**src/rtl/sseg_scan.sv**
```systemverilog
// sseg_scan -- display scan sequencer feeding a seven-segment decoder.
//
// Time-multiplexes six BCD digits (with decimal points and blink masks) onto a
// single {dp, bcd} bus, one position per scan slot of SLOT_CYCLES clocks.
// Inputs are snapshotted once per frame (at the 5->0 position wrap) so a frame
// never tears. A blink phase toggles every BLINK_FRAMES frames.
//
// Ports:
//   clk          system clock
//   rst_n        asynchronous active-low reset
//   en           display enable; 0 forces blank while scanning continues
//   digits_in    six BCD digits, bits [4k+3:4k] = position k
//   dp_in        decimal point per position (1 = lit)
//   blink_mask   per-position blink enable
//   digit        {dp, bcd} for the current position
//   digit_pos    current position 0..5
//   blank        1 = current position must be dark
//   frame_start  one-cycle pulse in the first cycle of position 0

module sseg_scan #(
   parameter int SLOT_CYCLES  = 50000,
   parameter int BLINK_FRAMES = 83
) (
   input  logic        clk,
   input  logic        rst_n,
   input  logic        en,
   input  logic [23:0] digits_in,
   input  logic [5:0]  dp_in,
   input  logic [5:0]  blink_mask,
   output logic [4:0]  digit,
   output logic [2:0]  digit_pos,
   output logic        blank,
   output logic        frame_start
);

   localparam int PW = (SLOT_CYCLES > 1) ? $clog2(SLOT_CYCLES) : 1;
   localparam int BW = (BLINK_FRAMES > 1) ? $clog2(BLINK_FRAMES) : 1;
   localparam logic [PW-1:0] PRESC_LAST = PW'(SLOT_CYCLES - 1);
   localparam logic [BW-1:0] BLINK_LAST = BW'(BLINK_FRAMES - 1);

   logic [PW-1:0] presc_reg, presc_next;
   logic [2:0]    pos_reg, pos_next;
   logic [23:0]   snap_digits_reg, snap_digits_next;
   logic [5:0]    snap_dp_reg, snap_dp_next;
   logic [5:0]    snap_blink_reg, snap_blink_next;
   logic [BW-1:0] bcnt_reg, bcnt_next;
   logic          phase_reg, phase_next;
   logic [4:0]    digit_reg, digit_next;
   logic          slot_dark_reg, slot_dark_next;
   logic          blank_reg, blank_next;
   logic          fs_reg, fs_next;

   logic          tick;
   logic          frame_wrap;
   logic [23:0]   src_digits;
   logic [5:0]    src_dp;
   logic [5:0]    src_blink;
   logic [3:0]    src_nib [6];
   logic [3:0]    nib;
   logic          nib_bad;

   // Slice the selected digit source into per-position nibbles.
   for (genvar gi = 0; gi < 6; gi++) begin : g_nib
      assign src_nib[gi] = src_digits[4*gi +: 4];
   end

   always_comb begin
      tick       = (presc_reg == PRESC_LAST);
      frame_wrap = tick && (pos_reg == 3'd5);

      presc_next = tick ? '0 : presc_reg + 1'b1;

      pos_next = pos_reg;
      if (tick) begin
         pos_next = (pos_reg == 3'd5) ? 3'd0 : pos_reg + 3'd1;
      end

      // On the wrap edge position 0 is built from the values being captured,
      // so the new frame is visible from its very first cycle.
      src_digits = frame_wrap ? digits_in  : snap_digits_reg;
      src_dp     = frame_wrap ? dp_in      : snap_dp_reg;
      src_blink  = frame_wrap ? blink_mask : snap_blink_reg;

      snap_digits_next = src_digits;
      snap_dp_next     = src_dp;
      snap_blink_next  = src_blink;

      bcnt_next  = bcnt_reg;
      phase_next = phase_reg;
      if (frame_wrap) begin
         if (bcnt_reg == BLINK_LAST) begin
            bcnt_next  = '0;
            phase_next = ~phase_reg;
         end else begin
            bcnt_next = bcnt_reg + 1'b1;
         end
      end

      nib     = src_nib[pos_next];
      nib_bad = (nib > 4'd9);

      digit_next     = digit_reg;
      slot_dark_next = slot_dark_reg;
      if (tick) begin
         digit_next     = {src_dp[pos_next], (nib_bad ? 4'd0 : nib)};
         slot_dark_next = nib_bad | (phase_next & src_blink[pos_next]);
      end

      // en is applied every cycle so blank follows it within one edge.
      blank_next = ~en | slot_dark_next;
      fs_next    = frame_wrap;
   end

   always_ff @(posedge clk or negedge rst_n) begin
      if (!rst_n) begin
         presc_reg       <= '0;
         pos_reg         <= 3'd0;
         snap_digits_reg <= 24'd0;
         snap_dp_reg     <= 6'd0;
         snap_blink_reg  <= 6'd0;
         bcnt_reg        <= '0;
         phase_reg       <= 1'b0;
         digit_reg       <= 5'd0;
         slot_dark_reg   <= 1'b1;   // dark until the first tick
         blank_reg       <= 1'b1;
         fs_reg          <= 1'b0;
      end else begin
         presc_reg       <= presc_next;
         pos_reg         <= pos_next;
         snap_digits_reg <= snap_digits_next;
         snap_dp_reg     <= snap_dp_next;
         snap_blink_reg  <= snap_blink_next;
         bcnt_reg        <= bcnt_next;
         phase_reg       <= phase_next;
         digit_reg       <= digit_next;
         slot_dark_reg   <= slot_dark_next;
         blank_reg       <= blank_next;
         fs_reg          <= fs_next;
      end
   end

   assign digit       = digit_reg;
   assign digit_pos   = pos_reg;
   assign blank       = blank_reg;
   assign frame_start = fs_reg;

endmodule

```
**config.mk**
```make
export PLATFORM = sky130hd
export DESIGN_NAME = sseg_scan
export DESIGN_NICKNAME = d
export VERILOG_FILES = /design/src/rtl/sseg_scan.sv
export SDC_FILE = /design/constraint.sdc
export NUM_CORES = 1
export LEC_CHECK = 0
export ABC_AREA = 1
export CAP_MARGIN = 0
export CORE_MARGIN = 2
export CORE_UTILIZATION = 25
export CTS_BUF_LIST = sky130_fd_sc_hd__clkbuf_2
export DETAILED_ROUTE_END_ITERATION = 10
export PLACE_DENSITY = 0.39
export REMOVE_ABC_BUFFERS = 1
export SYNTH_ARGS = -nofsm -noshare
export SYNTH_HDL_FRONTEND = slang
export SYNTH_SLANG_ARGS = --single-unit
```
**constraint.sdc**
```tcl
create_clock -name clk -period 2.4 [get_ports clk]
set_input_delay 0.36 -clock clk [delete_from_list [all_inputs] [get_ports clk]]
set_output_delay 0.36 -clock clk [all_outputs]
set_load 0.02 [all_outputs]
```
# Word-level counts from Yosys, hierarchy flattened
# Index checks and enable logic that the tools add are counted.
[classes]
add_sub_neg = 3
n_lt_le_gt_ge = 3
eq_ne = 3
muxes = 18
n_bitwise = 6
n_reduce_logical = 1
[ops]
columns = ["operator", "count"]
rows = [
  ["24-bit two-way mux", 1],
  ["16-bit by 1-bit adder with 16-bit output, second input constant", 1],
  ["16-bit == test, second input constant", 1],
  ["16-bit two-way mux", 1],
  ["4-bit binary-select mux with 3-bit select", 1],
  ["4-bit two-way mux", 3],
  ["6-bit two-way mux", 2],
  ["7-bit by 1-bit adder with 7-bit output, second input constant", 1],
  ["7-bit == test, second input constant", 1],
  ["7-bit two-way mux", 1],
  ["1-bit binary-select mux with 3-bit select", 2],
  ["3-bit two-way mux", 2],
  ["1-bit two-way mux", 5],
  ["4-bit greater-or-equal comparator, second input constant", 1],
  ["4-bit > comparator, second input constant", 1],
  ["3-bit by 4-bit < comparator with 1-bit output, second input constant", 1],
  ["3-bit inverter with 4-bit output", 1],
  ["3-bit by 1-bit adder with 3-bit output, second input constant", 1],
  ["3-bit == test, second input constant", 1],
  ["1-bit inverter", 2],
  ["1-bit OR", 2],
  ["1-bit bitwise AND", 1],
  ["1-bit logical AND", 1],
]
[word_totals]
register_bits = 71
inputBits = 39
output_inout_bits = 10

# Longest topological paths before layout
# Gate-level depths: netlist of the first run.
[logic_depth]
depth_word = 11
depth_mapped = 17
mapped_depth_nobuf = 17

# Least setup slack after synthesis of the first run
# No wires, ideal clock.
[synth_timing]
path_type = "register -> register"
start = "register pos_reg[0] (netlist: digit_pos[0])"
end = "register digit_reg[0] (netlist: digit[0])"
setup_time_ns = 0.116
arrival_ns = 1.811
slack_ns = 0.472
stages_incl_launch_ff = 16
n_path_buf = 1
synth_period_minus_slack_ns = 1.928
cell_sequence = "dfrtp_1 > inv_2 > nor2_4 > nand2_4 > inv_6 > nand3_2 > buf_6 > or2_0 > o21ai_1 > nand2_1 > nand3_1 > nand2_1 > nand2_1 > a21oi_1 > nand2_1 > nand2_1"
[synth_between]
elab_chain_cells = 9
word_cells_on_any_way = 12
[synth_lines]
columns = ["element", "line_no", "rtl"]
rows = [
  ["from (decl)", "42", "logic [2:0] pos_reg, pos_next;"],
  ["from (signal assigned)", "129", "pos_reg <= pos_next;"],
  ["3-bit by 1-bit adder with 3-bit output / 3-bit == test (equally long branches)", "75, 69", ""],
  ["3-bit two-way mux", "75", "pos_next = (pos_reg == 3'd5) ? 3'd0 : pos_reg + 3'd1;"],
  ["3-bit two-way mux", "74", "if (tick) begin"],
  ["3-bit inverter with 4-bit output (implied by the code)", "99", "nib = src_nib[pos_next];"],
  ["4-bit binary-select mux with 3-bit select *", "99", ""],
  ["4-bit two-way mux (implied by the code) * (2 in a row)", "99", ""],
  ["4-bit > comparator", "100", "nib_bad = (nib > 4'd9);"],
  ["4-bit two-way mux *", "105", "digit_next = {src_dp[pos_next], (nib_bad ? 4'd0 : nib)};"],
  ["to (signal assigned)", "135", "digit_reg <= digit_next;"],
  ["to (decl)", "48", "logic [4:0] digit_reg, digit_next;"],
]
# Every way passes the cells marked *; elsewhere a longest branch is shown, timed or not. The select of a mux whose other input is x is not followed.
# A chain may end at the register's enable or synchronous reset.

# Final worst setup path of the first run
[layout_timing]
start = "register presc_reg[0]"
end = "register blank_reg (netlist: blank)"
[layout_between]
elab_chain_cells = 10
word_cells_on_any_way = 17
[layout_lines]
columns = ["element", "line_no", "rtl"]
rows = [
  ["from (decl)", "41", "logic [PW-1:0] presc_reg, presc_next;"],
  ["from (signal assigned)", "128", "presc_reg <= presc_next;"],
  ["16-bit == test *", "68", "tick = (presc_reg == PRESC_LAST);"],
  ["1-bit logical AND / 3-bit two-way mux (equally long branches)", "69, 74", ""],
  ["24-bit two-way mux / 3-bit inverter with 4-bit output (equally long branches)", "80, 99", ""],
  ["4-bit binary-select mux with 3-bit select", "99", ""],
  ["4-bit two-way mux (implied by the code) (2 in a row)", "99", ""],
  ["4-bit > comparator", "100", ""],
  ["1-bit OR", "106", "slot_dark_next = nib_bad | (phase_next & src_blink[pos_next]);"],
  ["1-bit two-way mux *", "104", "if (tick) begin"],
  ["1-bit OR *", "110", "blank_next = ~en | slot_dark_next;"],
  ["via blank_next", "50", "logic blank_reg, blank_next;"],
  ["to (signal assigned)", "137", "blank_reg <= blank_next;"],
  ["to (decl)", "50", ""],
]
# The timed path passes the listed nets; every way through them passes the cells marked *. The select of a mux whose other input is x is not followed.

==> metrics.txt, run 1 <==
status finished clean; starting density of the core 0.257; maximum buffer depth of the clock tree 2; Final GP Congestion 0.730; Distinct cells, synth 43; Crit. End Element register; Ports 49; cell with the most instances after synthesis nand2_1; Final #Nets 572; top cells by area, synth dfrtp_1, nand2_1, inv_1; Slew Limit Headroom 0.587; Slew Limit Fails 0; Post-Synthesis Cells 452; metal3 WL 322 um; VDD IR max 0.000216 V; leakage 2.33 nW; fmax 453 MHz; FF+latch area 0.00178 mm^2; Yosys reg bits 71; critical path class register to register; Sink Count 71; Via density 4.39; placed inst area 0.00449 mm^2; Avg Inst Size Synth 8.28 um^2; ys flop type dfrtp_1; Worst Path Max Fanout 11; sequential share of the synthesized area 0.475; Root Driver clkbuf_2; required time worst endpoint 2.91 ns; final hold vios 0; CP arrival 2.71 ns; DRT Wirelength 10200 um; PortBufs 48; CTS tree built; DIE AREA 0.0160 mm^2; DP HPWL 7410 um; fill count 1554; Setup WS post-layout 0.195 ns; Final ANT Viol Nets 0; clk_lat worst skew 0.56 ns; met2 WL post-DR 4820 um; post-synth top area cell dfrtp_1; max FFs per register 24; via count 3155; H-tree depth 3; initial antenna violation count 0; # diodes 0; clk slew on worst S/H paths 0.20 ns; layout cells sized above 1 0.179; max_cap viols 0; DIE HEIGHT 126 um; TritonCTS Buffers 9; area of the multi-input gates 0.00162 mm^2; Synth Warn # 0; Sum Neg Setup Slack 0 ns; CORE AREA 0.0146 mm^2; hold crit path type primary input to register; reg2reg path depth 16; DRC violation count after routing 0; DRT iter0 DRCs 157; CP Launch Type register; Synth top area share 0.461; DIE WIDTH 126 um; Total GRT Usage 0.136; FP Rows 44; M1 WL 4810 um; grt ovf 0; Place WS 0.0751 ns; Syn Std Cell Area 0.00374 mm^2; first-pass GRT wire length 16800 um; Worst Tran Pin Value 0.619 ns; Final Cell Area 0.00474 mm^2; DRT Pass-1 Iters 4; period utilization 0.919; pin count of the biggest net entering global routing 44; Post-synth EDFFs 0; total power per unit cell area 419 mW/mm^2; Post-synth ARST share 1.00; Hold Path Stages 3; final setup vio count 0; Post-synth top cells nand2_1, dfrtp_1, inv_1; DR WL/cell 14.2 um; Final Skew 0.0321 ns; vias in the first global route 3167; DR top layer met4; post-layout min period 2.21 ns; Synth-to-Final Area Change 26.7%
==> final timing paths <==
kind | endpoint | slack (ns) | start
max | blank | 0.19 | presc_reg[0]
min | snap_dp_reg[3] | 0.32 | dp_in[3]
max reg2reg | blank | 0.19 | presc_reg[0]
min reg2reg | snap_blink_reg[0] | 0.50 | snap_blink_reg[0]
max in group asynchronous | presc_reg[13] | 1.46 | rst_n
min in group asynchronous | snap_digits_reg[14] | 0.34 | rst_n
==> metal layers <==
layer  global-route usage  vias to the layer above
met5                    0                        -
met4               0.0627                        0
met3               0.0257                       17
met2                0.216                       53
met1                0.180                     1491
li1                     -                     1594
==> cells by family after synthesis <==
family	after synthesis	synth area share
xor gates and xnor gates	4	0.0114
buffers and inverters	80	0.0993
adders and majority gates	3	0.0100
and+or+nand+nor	239	0.314
AOI/OAI and AO/OA	55	0.0899
DFF	71	0.475
==> cells in the final DEF (no fill, tap or decap), types with 3 or more instances in the layout <==
cell             count
dfrtp_1             66
nor3_1               5
nor4_1               4
a21oi_1              9
nand3_1             35
clkinv_1             4
clkdlybuf4s50_1     47
nand2_4              6
clkbuf_2            11
dfrtp_2              3
o21ai_0             21
inv_1               63
inv_2                3
o21ai_1              7
nand2_1            121
nor2_2               4
nand2_2             12
nor2_1              29
o211ai_1             5
buf_4               26
nand3_4              3
nand4_1              7
nor2_4               6
==> what timing repair did <==
action | CTS | global route
endpoints found under the hold margin | 39 | 0
buffers inserted | 0 | 12
setup endpoints to repair | 0 | 7
gates resized for setup | 0 | 10
hold buffers | 1 | 0
==> metrics by stage <==
stage	hold WS (ns)	power [mW]	cells	utilization
2_1_floorplan	0.0644	1.23	442	-
3_3_place_gp	0.421	1.33	690	0.308
3_5_place_dp	0.426	1.33	690	0.308
4_1_cts	0.276	2.03	707	0.315
5_1_grt	0.301	2.09	719	0.325
6_report	0.323	1.99	719	0.325
==> critical path, stage by stage, from the launching register on <==
cell      delay (ns)
dfrtp_1         0.45
ha_4            0.18
nand3_4         0.12
nor2_4          0.17
buf_4           0.16
nand3_2         0.09
nand2_4         0.14
buf_6           0.17
o211ai_1        0.09
nand3_1         0.10
nand2_1         0.07
nand2_1         0.08
nand2_1         0.08
nand2_2         0.09
nand2_1         0.05
nand2_1         0.07
nand2_1         0.05
==> power breakdown <==
group          switching [mW]  internal (mW)  total [mW]
clock network           0.445          0.239       0.684
registers            0.000498           1.20        1.20
logic                  0.0422         0.0613       0.103
==> area by class of cell <==
class,instances,share of cell area
clock buffer,11,0.0116
clock inverter,5,0.0103
timing repair buffer,77,0.153
inverter,70,0.0580
tap,184,0.0485
sequential,71,0.376
multi-input combinational,301,0.342
(Power assumes the default switching activity.)
==> inputs of run 2 (changes only) <==
CAP_MARGIN = 15   (was 0)
==> results of run 2 <==
Final layout, timing and power as in run 1 (identical DEF).
